File: config.mk
export PLATFORM = sky130hd
export DESIGN_NAME = alarm_ctrl
export DESIGN_NICKNAME = d
export VERILOG_FILES = /design/src/rtl/alarm_ctrl.sv
export SDC_FILE = /design/constraint.sdc
export NUM_CORES = 1
export LEC_CHECK = 0
export ABC_AREA = 1
export CAP_MARGIN = 40
export CORE_MARGIN = 10
export CORE_UTILIZATION = 59
export DETAILED_ROUTE_END_ITERATION = 7
export PLACE_DENSITY_LB_ADDON = 0.2
export SETUP_SLACK_MARGIN = 0.02
export SYNTH_ARGS = -nofsm -noshare
export SYNTH_HDL_FRONTEND = slang
export SYNTH_SLANG_ARGS = --single-unit
File: constraint.sdc
create_clock -name clk -period 2.4 [get_ports clk]
set_clock_uncertainty 0.15 [all_clocks]
set_input_delay 0.6 -clock clk [delete_from_list [all_inputs] [get_ports clk]]
set_output_delay 0.6 -clock clk [all_outputs]
set_load 0.01 [all_outputs]
File: src/rtl/alarm_ctrl.sv
// Multi-slot alarm controller: per-slot alarm times with enable, ring/snooze/dismiss
// FSM with ring timeout and snooze expiry, and a blinking flash pattern while ringing.
module alarm_ctrl #(
  parameter int NUM_ALARMS        = 4,
  parameter int FLASH_WIDTH       = 16,
  parameter int SNOOZE_MINS       = 5,
  parameter int RING_TIMEOUT_MINS = 10,
  parameter int BLINK_DIV         = 25000000,
  localparam int IDX_W            = (NUM_ALARMS > 1) ? $clog2(NUM_ALARMS) : 1
) (
  input  logic                   clk,
  input  logic                   rst_n,
  input  logic [5:0]             mins_value,
  input  logic [5:0]             hours_value,
  input  logic                   minute_tick,
  input  logic                   cfg_we,
  input  logic [IDX_W-1:0]       cfg_idx,
  input  logic [5:0]             cfg_mins,
  input  logic [5:0]             cfg_hours,
  input  logic                   cfg_enable,
  input  logic                   snooze,
  input  logic                   dismiss,
  output logic [FLASH_WIDTH-1:0] flash,
  output logic                   ringing,
  output logic                   snoozed,
  output logic [IDX_W-1:0]       active_idx
);

  localparam int BLINK_W = (BLINK_DIV > 1) ? $clog2(BLINK_DIV) : 1;

  typedef enum logic [1:0] {IDLE, RINGING, SNOOZED} state_t;

  state_t             state;
  logic               slot_en    [NUM_ALARMS];
  logic [5:0]         slot_mins  [NUM_ALARMS];
  logic [5:0]         slot_hours [NUM_ALARMS];
  logic [BLINK_W-1:0] blink_cnt;
  logic               phase;
  logic [5:0]         ring_min_cnt;
  logic [5:0]         snooze_cnt;

  logic               hit;
  logic [IDX_W-1:0]   hit_idx;
  logic               kill;

  // Lowest-index enabled slot whose time equals the current time.
  always_comb begin
    hit     = 1'b0;
    hit_idx = '0;
    for (int unsigned i = 0; i < NUM_ALARMS; i++) begin
      if (!hit && slot_en[i] && slot_mins[i] == mins_value && slot_hours[i] == hours_value) begin
        hit     = 1'b1;
        hit_idx = IDX_W'(i);
      end
    end
  end

  assign kill = cfg_we && !cfg_enable && (cfg_idx == active_idx);

  always_ff @(posedge clk or negedge rst_n) begin
    if (!rst_n) begin
      for (int unsigned i = 0; i < NUM_ALARMS; i++) begin
        slot_en[i]    <= 1'b0;
        slot_mins[i]  <= '0;
        slot_hours[i] <= '0;
      end
      state        <= IDLE;
      flash        <= '0;
      ringing      <= 1'b0;
      snoozed      <= 1'b0;
      active_idx   <= '0;
      blink_cnt    <= '0;
      phase        <= 1'b0;
      ring_min_cnt <= '0;
      snooze_cnt   <= '0;
    end else begin
      for (int unsigned i = 0; i < NUM_ALARMS; i++) begin
        if (cfg_we && cfg_idx == IDX_W'(i)) begin
          slot_en[i]    <= cfg_enable;
          slot_mins[i]  <= cfg_mins;
          slot_hours[i] <= cfg_hours;
        end
      end

      case (state)
        IDLE: begin
          if (minute_tick && hit) begin
            active_idx   <= hit_idx;
            state        <= RINGING;
            ringing      <= 1'b1;
            snoozed      <= 1'b0;
            flash        <= '1;
            phase        <= 1'b1;
            blink_cnt    <= '0;
            ring_min_cnt <= '0;
          end
        end

        RINGING: begin
          if (kill || dismiss) begin
            state   <= IDLE;
            ringing <= 1'b0;
            snoozed <= 1'b0;
            flash   <= '0;
          end else if (snooze) begin
            state      <= SNOOZED;
            ringing    <= 1'b0;
            snoozed    <= 1'b1;
            flash      <= '0;
            snooze_cnt <= 6'(SNOOZE_MINS);
          end else begin
            if (blink_cnt == BLINK_W'(BLINK_DIV - 1)) begin
              blink_cnt <= '0;
              phase     <= ~phase;
              flash     <= {FLASH_WIDTH{~phase}};
            end else begin
              blink_cnt <= blink_cnt + 1'b1;
            end
            // Timeout overrides the blink update made above.
            if (minute_tick) begin
              if (ring_min_cnt == 6'(RING_TIMEOUT_MINS - 1)) begin
                state   <= IDLE;
                ringing <= 1'b0;
                flash   <= '0;
              end else begin
                ring_min_cnt <= ring_min_cnt + 1'b1;
              end
            end
          end
        end

        SNOOZED: begin
          if (kill || dismiss) begin
            state   <= IDLE;
            ringing <= 1'b0;
            snoozed <= 1'b0;
            flash   <= '0;
          end else if (minute_tick) begin
            if (snooze_cnt == 6'd1) begin
              state        <= RINGING;
              ringing      <= 1'b1;
              snoozed      <= 1'b0;
              flash        <= '1;
              phase        <= 1'b1;
              blink_cnt    <= '0;
              ring_min_cnt <= '0;
            end else begin
              snooze_cnt <= snooze_cnt - 1'b1;
            end
          end
        end

        default: begin
          state   <= IDLE;
          ringing <= 1'b0;
          snoozed <= 1'b0;
          flash   <= '0;
        end
      endcase
    end
  end

endmodule
==> impl_metrics.env <==
export IMPL_worstSetupPathType="in2reg"
export IMPL_yosysSeqAreaShare=0.427
export IMPL_via_per_inst=5.35
export IMPL_drt_iter0_drc=520
export IMPL_postLayoutCoreUtil=0.724
export IMPL_period_minus_slack_ps=2270
export IMPL_clock_fmax_ghz=0.440
export IMPL_cts_root_buffer="clkbuf_8"
export IMPL_final_nets=1033
export IMPL_yosys_register_bits=112
export IMPL_track_usage=0.203
export IMPL_synth_warnings=0
export IMPL_port_buffers=52
export IMPL_clock_path_buffers=2
export IMPL_grt_overflow=0
export IMPL_critPathCapture="ring_min_cnt[1]"
export IMPL_grt_max_degree=113
export IMPL_final_period_utilization=0.946
export IMPL_critPathArrivalTime_ps=2440
export IMPL_die_area_sq_um=15700
export IMPL_start_kind="input pin"
export IMPL_cp_common_cell="nand2_1"
export IMPL_finalMaxSlewViolations=0
export IMPL_vias=6095
export IMPL_worstRegToRegCells=11
export IMPL_die_width_um=125
export IMPL_status="finished, final reports clean"
export IMPL_r2r_start="blink_cnt[1]"
export IMPL_max_cap_violations=0
export IMPL_initial_core_util=0.605
export IMPL_cts_made_buffers=9
export IMPL_worst_pin_slew_ps=595
export IMPL_cp_end_kind="register"
export IMPL_maxSlewHeadroom=0.603
export IMPL_io_pins=53
export IMPL_rows=38
export IMPL_slowest_delay_ps=450
export IMPL_syn_area_per_cell_sq_um=7.19
export IMPL_setup_viol=0
export IMPL_stdcell_count=1140
export IMPL_grt_pass1_wl_um=27300
export IMPL_cp_startpoint="cfg_idx[1]"
export IMPL_synth_net_count=950
export IMPL_area_delta_synth_final_pct=19.6
export IMPL_rsz0062_at_grt="false"
export IMPL_fillerInstances=900
export IMPL_hold_violations=0
export IMPL_ff2ff_setup_slack_ps=160
export IMPL_syn_cell_area_sq_um=6560
export IMPL_core_area_sq_um=10800
export IMPL_p_leak_nw=3.94
export IMPL_htreeDepth=3
export IMPL_dp_hpwl_um=11500
export IMPL_clock_latency_ps=390
export IMPL_postRouteAntennaNets=0
export IMPL_firstDrtPassIters=5
export IMPL_crit_chain="clkdlybuf4s50_1 > inv_2 > nand2_1 > nand2_1 > nor2_1 > nand3_1 > nand2_1 > o21ai_1 > inv_1 > nor2_4 > buf_4 > buf_4 > nand4_1 > nand2_1"
export IMPL_critPathMaxFanout=8
export IMPL_ys_types=38
export IMPL_cts_sinks=112
export IMPL_design_area_sq_um=7850
export IMPL_r2r_end="flash[11]"
export IMPL_final_common_cell="nand2_1"
export IMPL_synthCells=912
export IMPL_drive_gt1_frac=0.123
export IMPL_totalWireLength_um=16300
export IMPL_timing_hold_ws_ps=116
export IMPL_final_cell_mix="nand2_1 (286), dfrtp_1 (112), inv_1 (102)"
export IMPL_hold_path_class="in2async"
export IMPL_gp_congestion=0.957
export IMPL_antenna_found_initial=0
export IMPL_critPathSlowestCell="clkdlybuf4s50_1"
export IMPL_dp_cells=1120
export IMPL_place_area_sq_um=7490
export IMPL_clk_pin_slew_ps=100
export IMPL_cp_data_required_time_ps=2570
export IMPL_vdd_drop_max_mv=0.759
export IMPL_first_global_vias=5873
export IMPL_drc=0
export IMPL_cts_tree="yes"
export IMPL_powerDensity_nw_per_um2=827
export IMPL_cts_hold_buf=0
export IMPL_die_h_um=125
export IMPL_post_drt_wl_per_cell_um=14.3
export IMPL_diodes=0
## how the worst min path moves through the flow
stage	end	from	slack, ps
2_1_floorplan	active_idx[0]	rst_n	150
3_5_place_dp	snoozed	snoozed	330
5_1_grt	slot_mins[12]	rst_n	170
4_1_cts	slot_mins[10]	rst_n	150
3_3_place_gp	snoozed	snoozed	310
6_report	slot_mins[22]	rst_n	120
## state kept, by name (all words and copies together) (netlist names)
register	cells
active_idx	2
blink_cnt	25
flash	16
phase	1
ring_min_cnt	6
ringing	1
slot_en	4
slot_hours	24
slot_mins	24
snooze_cnt	6
snoozed	1
state	2
## logic make-up (layout without fill, tap and decap cells)
family | Yosys count | after routing | synth area share
compound gates | 144 | 144 | 0.128
buf+inv | 143 | 231 | 0.0896
fa+ha+maj | 5 | 5 | 0.00953
xor+xnor | 18 | 18 | 0.0240
flops | 112 | 112 | 0.427
simple gates | 490 | 490 | 0.322
## critical path, delay by kind of cell
| kind | cells | cell delay, ps |
|---|---|---|
| compound gates | 1 | 210 |
| simple gates | 8 | 680 |
| buf+inv | 5 | 950 |
## synthesized netlist by cell type, drive strengths merged
master / instances / area [sq um]
o31ai: 2 / 15.0
dfrtp: 112 / 2800
o21ai: 94 / 515
nand4: 23 / 144
ha: 5 / 62.6
clkbuf: 11 / 41.3
nand3: 68 / 340
a21boi: 19 / 143
or2: 11 / 68.8
o211ai: 4 / 30.0
nor3: 11 / 60.1
nor2: 68 / 268
a21oi: 21 / 105
o22ai: 1 / 6.26
xor2: 10 / 87.6
buf: 16 / 111
nor3b: 3 / 22.5
nand2: 301 / 1170
and3: 2 / 12.5
inv: 116 / 435
a21o: 3 / 22.5
xnor2: 8 / 70.1
nand3b: 3 / 22.5
## through the flow
stage,power (mW),setup slack [ps],TNS [ps]
final,6.49,129,0
after global routing,6.95,15.7,0
after CTS,6.31,26.3,0
after detailed placement,5.12,-366,-16080
after global placement,5.05,-309,-14370
after floorplan,4.13,341,0
## final cells by class
cell class | count | area, sq um | share of cell area
multi-input cells | 657 | 3230 | 0.412
flip-flops and latches | 112 | 2800 | 0.357
repair buffers | 99 | 998 | 0.127
inverters | 116 | 435 | 0.0555
well taps | 140 | 175 | 0.0223
clock buffers | 12 | 155 | 0.0198
clock inverters | 4 | 51.3 | 0.00654
## layer usage
| metal | routed length [um] | share of wire | vias to the layer above | GRT usage |
|---|---|---|---|---|
| li1 | - | - | 3073 | - |
| met1 | 7090 | 0.44 | 2835 | 0.253 |
| met2 | 8060 | 0.49 | 159 | 0.340 |
| met3 | 815 | 0.050 | 28 | 0.0414 |
| met4 | 313 | 0.019 | 0 | 0.0711 |
| met5 | 0 | 0 | - | 0 |
## report_power, final
group / total (mW) / internal [mW] / switching, mW
clock: 1.19 / 0.543 / 0.643
sequential: 2.56 / 2.27 / 0.283
combinational: 2.75 / 1.22 / 1.53
## what timing repair did
action / CTS / global route
endpoints found under the setup margin: 0 / 51
resized for setup: 0 / 39
endpoints found under the hold margin: 0 / 0
setup buffers: 0 / 2
(Power assumes the default switching activity.)
